[config.mk]
export PLATFORM = sky130hd
export DESIGN_NAME = spi_slave_axis_igress_sync_flat
export DESIGN_NICKNAME = d
export VERILOG_FILES = /design/src/rtl/spi_igress_pkg.sv /design/src/rtl/spi_slave_axis_igress_sync_if.sv /design/src/rtl/axis_sync_fifo.sv /design/src/rtl/spi_slave_axis_igress_sync.sv /design/src/flat_wrapper.sv
export SDC_FILE = /design/constraint.sdc
export NUM_CORES = 1
export LEC_CHECK = 0
export ABC_AREA = 1
export CORE_UTILIZATION = 40
export CTS_BUF_LIST = sky130_fd_sc_hd__clkbuf_8
export DETAILED_ROUTE_END_ITERATION = 8
export GPL_TIMING_DRIVEN = 0
export HOLD_SLACK_MARGIN = 0.05
export PLACE_DENSITY = 0.66
export SYNTH_ARGS = -nofsm -noshare
export SYNTH_HDL_FRONTEND = slang
export SYNTH_SLANG_ARGS = --single-unit
[constraint.sdc]
create_clock -name clk -period 2.5 [get_ports clk]
set_input_delay 0.5 -clock clk [delete_from_list [all_inputs] [get_ports clk]]
set_output_delay 0.5 -clock clk [all_outputs]
set_load 0.005 [all_outputs]
[src/rtl/spi_igress_pkg.sv]
// Shared SPI mode encoding and the clock polarity/phase helpers derived from it.
package spi_igress_pkg;

  typedef enum logic [1:0] {
    MODE0 = 2'd0,
    MODE1 = 2'd1,
    MODE2 = 2'd2,
    MODE3 = 2'd3
  } spi_mode_t;

  function automatic logic cpol(input spi_mode_t mode);
    return mode[1];
  endfunction

  function automatic logic cpha(input spi_mode_t mode);
    return mode[0];
  endfunction

endpackage

[src/rtl/spi_slave_axis_igress_sync_if.sv]
// AXI-Stream bundle carrying received SPI words out of the ingress block.
interface spi_slave_axis_igress_sync_if #(
  parameter int DATA_WIDTH = 8,
  parameter int DEST_WIDTH = 8,
  parameter int ID_WIDTH   = 8
);

  logic [DATA_WIDTH-1:0] tdata;
  logic                  tvalid;
  logic                  tready;
  logic                  tuser;
  logic [DEST_WIDTH-1:0] tdest;
  logic [ID_WIDTH-1:0]   tid;

  modport master (output tdata, tvalid, tuser, tdest, tid, input tready);
  modport slave  (input tdata, tvalid, tuser, tdest, tid, output tready);

endinterface

[src/rtl/axis_sync_fifo.sv]
// Single-clock first-word-fall-through FIFO; DEPTH must be a power of two.
module axis_sync_fifo #(
  parameter int WIDTH = 9,
  parameter int DEPTH = 4
) (
  input  logic                     clk,
  input  logic                     rst,
  input  logic                     push,
  input  logic [WIDTH-1:0]         wdata,
  input  logic                     pop,
  output logic [WIDTH-1:0]         rdata,
  output logic [$clog2(DEPTH):0]   level,
  output logic                     full,
  output logic                     empty
);

  localparam int AW = $clog2(DEPTH);

  logic [WIDTH-1:0] mem [DEPTH];
  logic [AW-1:0]    wptr;
  logic [AW-1:0]    rptr;
  logic             do_push;
  logic             do_pop;

  assign empty   = (level == '0);
  assign full    = (level == (AW+1)'(DEPTH));
  assign do_pop  = pop & ~empty;
  // A full FIFO still takes a word when the head leaves in the same cycle.
  assign do_push = push & (~full | do_pop);
  assign rdata   = mem[rptr];

  always_ff @(posedge clk) begin
    if (rst) begin
      wptr  <= '0;
      rptr  <= '0;
      level <= '0;
    end else begin
      if (do_push) wptr <= wptr + 1'b1;
      if (do_pop)  rptr <= rptr + 1'b1;
      level <= level + (AW+1)'(do_push) - (AW+1)'(do_pop);
    end
  end

  always_ff @(posedge clk) begin
    if (do_push) mem[wptr] <= wdata;
  end

endmodule

[src/rtl/spi_slave_axis_igress_sync.sv]
// SPI slave receiver oversampled by clk; assembled words leave through an AXIS FIFO.
module spi_slave_axis_igress_sync
  import spi_igress_pkg::*;
#(
  parameter int DATA_WIDTH  = 8,
  parameter int SPI_MODE    = 1,
  parameter int MSB_FIRST   = 1,
  parameter int FIFO_DEPTH  = 4,
  parameter int SYNC_STAGES = 2,
  parameter int DEST_WIDTH  = 8,
  parameter int ID_WIDTH    = 8,
  parameter int AXIS_DEST   = 0,
  parameter int AXIS_SOURCE = 0
) (
  input  logic                          clk,
  input  logic                          rst,
  input  logic                          spi_clk,
  input  logic                          spi_csn,
  input  logic                          spi_mosi,
  spi_slave_axis_igress_sync_if.master  m_axis,
  output logic [$clog2(FIFO_DEPTH):0]   fifo_level,
  output logic                          err_overrun,
  output logic                          err_partial,
  input  logic                          err_clear
);

  localparam spi_mode_t MODE        = spi_mode_t'(2'(SPI_MODE));
  localparam logic      CPOL        = cpol(MODE);
  localparam logic      SAMPLE_RISE = (cpol(MODE) == cpha(MODE));
  localparam int        SL          = SYNC_STAGES;
  localparam int        CW          = $clog2(DATA_WIDTH);

  logic [SL:0]           clk_sync;
  logic [SL:0]           csn_sync;
  logic [SL:0]           mosi_sync;
  logic                  sclk_rise, sclk_fall, sample_edge;
  logic                  csn_cur, csn_fall, csn_rise;
  logic                  mosi_bit;
  logic [CW-1:0]         bit_cnt;
  logic [DATA_WIDTH-1:0] shift, shift_nxt;
  logic                  tuser_pend;
  logic                  capture;
  logic [DATA_WIDTH-1:0] word_p1;
  logic                  user_p1;
  logic                  vld_p1;
  logic [DATA_WIDTH:0]   fifo_rdata;
  logic                  fifo_full, fifo_empty;
  logic                  pop, overrun_evt, partial_evt;

  // Stage 0..SL-1 synchronise, stage SL is the history flop for edge detection.
  always_ff @(posedge clk) begin
    if (rst) begin
      clk_sync  <= {(SL+1){CPOL}};
      csn_sync  <= '1;
      mosi_sync <= '0;
    end else begin
      clk_sync  <= {clk_sync[SL-1:0], spi_clk};
      csn_sync  <= {csn_sync[SL-1:0], spi_csn};
      mosi_sync <= {mosi_sync[SL-1:0], spi_mosi};
    end
  end

  assign sclk_rise   = clk_sync[SL-1] & ~clk_sync[SL];
  assign sclk_fall   = ~clk_sync[SL-1] & clk_sync[SL];
  assign sample_edge = SAMPLE_RISE ? sclk_rise : sclk_fall;
  assign csn_cur     = csn_sync[SL-1];
  assign csn_fall    = ~csn_sync[SL-1] & csn_sync[SL];
  assign csn_rise    = csn_sync[SL-1] & ~csn_sync[SL];
  // MOSI is taken from the flop aligned with the pre-edge spi_clk level.
  assign mosi_bit    = mosi_sync[SL];

  if (MSB_FIRST != 0) begin : g_msb
    assign shift_nxt = {shift[DATA_WIDTH-2:0], mosi_bit};
  end else begin : g_lsb
    assign shift_nxt = {mosi_bit, shift[DATA_WIDTH-1:1]};
  end

  assign capture     = ~csn_cur & sample_edge & (bit_cnt == CW'(DATA_WIDTH - 1));
  assign partial_evt = csn_rise & (bit_cnt != '0);

  always_ff @(posedge clk) begin
    if (rst) begin
      bit_cnt    <= '0;
      shift      <= '0;
      tuser_pend <= 1'b1;
      vld_p1     <= 1'b0;
    end else begin
      vld_p1 <= capture;
      if (csn_cur) begin
        bit_cnt <= '0;
        shift   <= '0;
      end else if (sample_edge) begin
        shift   <= shift_nxt;
        bit_cnt <= capture ? '0 : bit_cnt + 1'b1;
      end
      if (capture)  tuser_pend <= 1'b0;
      if (csn_fall) tuser_pend <= 1'b1;
    end
  end

  // Stage p1: completed word waits one clk before entering the FIFO.
  always_ff @(posedge clk) begin
    if (capture) begin
      word_p1 <= shift_nxt;
      user_p1 <= tuser_pend;
    end
  end

  axis_sync_fifo #(
    .WIDTH (DATA_WIDTH + 1),
    .DEPTH (FIFO_DEPTH)
  ) u_fifo (
    .clk   (clk),
    .rst   (rst),
    .push  (vld_p1),
    .wdata ({user_p1, word_p1}),
    .pop   (m_axis.tready),
    .rdata (fifo_rdata),
    .level (fifo_level),
    .full  (fifo_full),
    .empty (fifo_empty)
  );

  assign m_axis.tvalid = ~fifo_empty;
  assign {m_axis.tuser, m_axis.tdata} = fifo_rdata;
  assign m_axis.tdest  = DEST_WIDTH'(AXIS_DEST);
  assign m_axis.tid    = ID_WIDTH'(AXIS_SOURCE);
  assign pop           = m_axis.tvalid & m_axis.tready;
  assign overrun_evt   = vld_p1 & fifo_full & ~pop;

  // A new error in the same cycle as err_clear keeps the flag set.
  always_ff @(posedge clk) begin
    if (rst) begin
      err_overrun <= 1'b0;
      err_partial <= 1'b0;
    end else begin
      err_overrun <= overrun_evt | (err_overrun & ~err_clear);
      err_partial <= partial_evt | (err_partial & ~err_clear);
    end
  end

endmodule

[src/flat_wrapper.sv]
// flat-port wrapper written by rule: the top's interface ports become plain ports
module spi_slave_axis_igress_sync_flat import spi_igress_pkg::*;
#(
  parameter int DATA_WIDTH  = 8,
  parameter int SPI_MODE    = 1,
  parameter int MSB_FIRST   = 1,
  parameter int FIFO_DEPTH  = 4,
  parameter int SYNC_STAGES = 2,
  parameter int DEST_WIDTH  = 8,
  parameter int ID_WIDTH    = 8,
  parameter int AXIS_DEST   = 0,
  parameter int AXIS_SOURCE = 0
)
  (clk, rst, spi_clk, spi_csn, spi_mosi, fifo_level, err_overrun, err_partial, err_clear, m_axis_tdata, m_axis_tvalid, m_axis_tuser, m_axis_tdest, m_axis_tid, m_axis_tready);
  spi_slave_axis_igress_sync_if #(.DATA_WIDTH(DATA_WIDTH), .DEST_WIDTH(DEST_WIDTH), .ID_WIDTH(ID_WIDTH)) m_axis_i ();
  input  logic clk;
  input  logic rst;
  input  logic spi_clk;
  input  logic spi_csn;
  input  logic spi_mosi;
  output logic [$clog2(FIFO_DEPTH):0] fifo_level;
  output logic err_overrun;
  output logic err_partial;
  input  logic err_clear;
  output wire logic [$bits(m_axis_i.tdata)-1:0] m_axis_tdata;
  output wire logic [$bits(m_axis_i.tvalid)-1:0] m_axis_tvalid;
  output wire logic [$bits(m_axis_i.tuser)-1:0] m_axis_tuser;
  output wire logic [$bits(m_axis_i.tdest)-1:0] m_axis_tdest;
  output wire logic [$bits(m_axis_i.tid)-1:0] m_axis_tid;
  input wire logic [$bits(m_axis_i.tready)-1:0] m_axis_tready;
  assign m_axis_tdata = m_axis_i.tdata;
  assign m_axis_tvalid = m_axis_i.tvalid;
  assign m_axis_tuser = m_axis_i.tuser;
  assign m_axis_tdest = m_axis_i.tdest;
  assign m_axis_tid = m_axis_i.tid;
  assign m_axis_i.tready = m_axis_tready;
  spi_slave_axis_igress_sync #(.DATA_WIDTH(DATA_WIDTH), .SPI_MODE(SPI_MODE), .MSB_FIRST(MSB_FIRST), .FIFO_DEPTH(FIFO_DEPTH), .SYNC_STAGES(SYNC_STAGES), .DEST_WIDTH(DEST_WIDTH), .ID_WIDTH(ID_WIDTH), .AXIS_DEST(AXIS_DEST), .AXIS_SOURCE(AXIS_SOURCE)) u_core (.clk(clk), .rst(rst), .spi_clk(spi_clk), .spi_csn(spi_csn), .spi_mosi(spi_mosi), .m_axis(m_axis_i), .fifo_level(fifo_level), .err_overrun(err_overrun), .err_partial(err_partial), .err_clear(err_clear));
endmodule
==> results.cfg <==
[yosys]
syn_inst = 278
synthesis.area_mm2 = 0.00306
yosysSeqAreaShare_pct = 65.1
synth.distinct_cells = 26
synth_seq_cells = 77
ys_warn_count = 0
postSynthAreaPerCell_um2 = 11.0

[critical_path]
critPathMaxFanout = 10
criticalPathCategory = flip-flop to output pin
critPathArrivalTime_ns = 1.82
cp.required_ns = 2.00
cp-start-kind = flip-flop
worst_r2r_path_depth = 9
endpoint_kind = output pin

[die]
fp.dieW_um = 89.4
die_y_um = 89.4
fp-row-count = 31
fp.dieArea_mm2 = 0.00800
start_util_pct = 41.7
ioPinCount = 38
core_area_mm2 = 0.00733

[final_layout]
design_area_mm2 = 0.00364
n_fill_cell = 665
final_common_cell = nor2_1
fin_util_pct = 49.6
drive_gt1_share_pct = 15.2
area_delta_synth_final_pct = 18.9
final_nets = 341
mostFrequentLayoutCells = 50 x nor2_1, 45 x edfxtp_1, 32 x dfxtp_1
diodes = 0

[sta]
hold_viol_final = 0
finalCritPeriodShare_pct = 92.9
tightest_slew_ns = 0.888
fin_skew_ns = 0.0108
slew_headroom_pct = 40.6
slew_violations = 0
hold_slack_ns = 0.406
finalSetupViolCount = 0
rsz0062_at_grt = no
period_minus_slack_ns = 2.32
clock.fmax_ghz = 0.431
setup_ws_ns = 0.178

[power]
p_leak_nw = 1.42
total_power_mw = 2.95
power.density_mw_per_mm2 = 811
peakVddDrop_v = 0.000449

[detailed_routing]
wl_met3_um = 194
wl_met1_um = 2230
via_per_inst = 4.46
wirelength_um = 4890
top_layer = met4
drc_errors = 0
drtIter0Drc = 76
postRouteAntennaNets = 0
drtPass1Iterations = 4
met2_length_um = 2410
routedWlPerCell_um = 11.4
dr_total_vias = 1909

[placement]
gp_congestion = 0.711
dpl-instance-area_mm2 = 0.00344
dp_hpwl_um = 3310
pre_cts_ws_ns = -0.172
portBuffers = 20

[run_status]
status = finished clean

[min_path]
hp-class = flip-flop to flip-flop
holdPathStages = 2

[global_routing]
antenna_found_initial = 0
grt_pass1_vias = 1739
grt_max_degree = 15
grt_pass1_wl_um = 8050
globalRouteTotalUtil_pct = 14.0
grt.overflow.total = 0

[clock_tree]
path_clk_slew_ns = 0.08
cts.sinks = 77
cts_buffer_depth = 2
cts_setup_buffers = 0
cts-htree-levels = 3
cts_tree = done
insertion_delay_ns = 0.34
cts-root-buf = clkbuf_8
numCtsBuffers = 9

[job]
drv_cap = 0
-- area by class of cell --
type,instances,area (µm²),area share (%)
inverter,34,133,3.65
tap,99,124,3.41
sequential,77,1990,54.8
clock buffer,9,124,3.41
multi-input combinational,159,813,22.4
clock inverter,7,73.8,2.03
buffer,23,176,4.85
timing repair buffer,20,200,5.51
-- cells by family after synthesis --
group           share of synthesized area, %
compound gates                          7.86
xor+xnor                               0.286
fa+ha+maj                               4.34
buf+inv                                 10.1
flops                                   65.1
other cells                            0.123
simple gates                            12.2
-- final timing paths --
path,startpoint,endpoint,slack [ns]
min reg2reg,u_core.clk_sync[0]$_SDFF_PP0_,u_core.clk_sync[1]$_SDFF_PP0_,0.41
max reg2reg,u_core.u_fifo.level[1]$_SDFF_PP0_,u_core.u_fifo.level[2]$_SDFF_PP0_,0.51
max,flip-flop,m_axis_tdata[2],0.18
min,u_core.clk_sync[0]$_SDFF_PP0_,u_core.clk_sync[1]$_SDFF_PP0_,0.41
-- cells in the mapped netlist (all sizes together) --
master  number  area share (%)
a21oi       10             1.8
buf         23             5.8
conb         1            0.12
dfxtp       32              21
edfxtp      45              44
fa           1            0.65
ha           9             3.7
inv         34             4.3
nand2       23             3.0
nand3        8             1.5
nand4        1            0.20
nor2        53             7.1
o21ai       26             4.3
o22ai        9             1.8
or2          2            0.41
xor2         1            0.29
-- routing by layer --
metal,track usage [%],vias to the layer above
met2,24.5,35
met3,5.26,5
met4,4.33,0
li1,-,978
met5,0,-
met1,15.9,891
-- registers in the layout, summed over array words and instances, names as in the netlist, 2 cells and up, named ones only --
register             flops
u_core.u_fifo.wptr       2
u_core.u_fifo.rptr       2
u_core.csn_sync          3
u_core.u_fifo.level      3
u_core.word_p1           8
u_core.bit_cnt           3
u_core.clk_sync          3
u_core.u_fifo.mem       36
u_core.mosi_sync         3
u_core.shift             7
-- through the flow --
step / instances / TNS (ns)
2_1_floorplan: 293 / 0
3_3_place_gp: 412 / -0.222
3_5_place_dp: 412 / -1.15
4_1_cts: 428 / 0
5_1_grt: 428 / 0
6_report: 428 / 0
-- timing repair --
item / in CTS / in global routing
endpoints found under the setup margin: 0 / 5
resized for setup: 0 / 1
hold buffers: 0 / 0
-- where the power goes --
| part | switching [mW] | internal, mW |
|---|---|---|
| logic | 0.305 | 0.322 |
| registers | 0.0467 | 1.37 |
| clock network | 0.442 | 0.464 |
-- worst max-delay path: stages (launching register included) --
cell	delay, ns
dfxtp_1	0.31
buf_6	0.14
inv_6	0.09
buf_6	0.15
nor2_1	0.05
o22ai_1	0.20
clkdlybuf4s50_1	0.53
(Power assumes the default switching activity.)
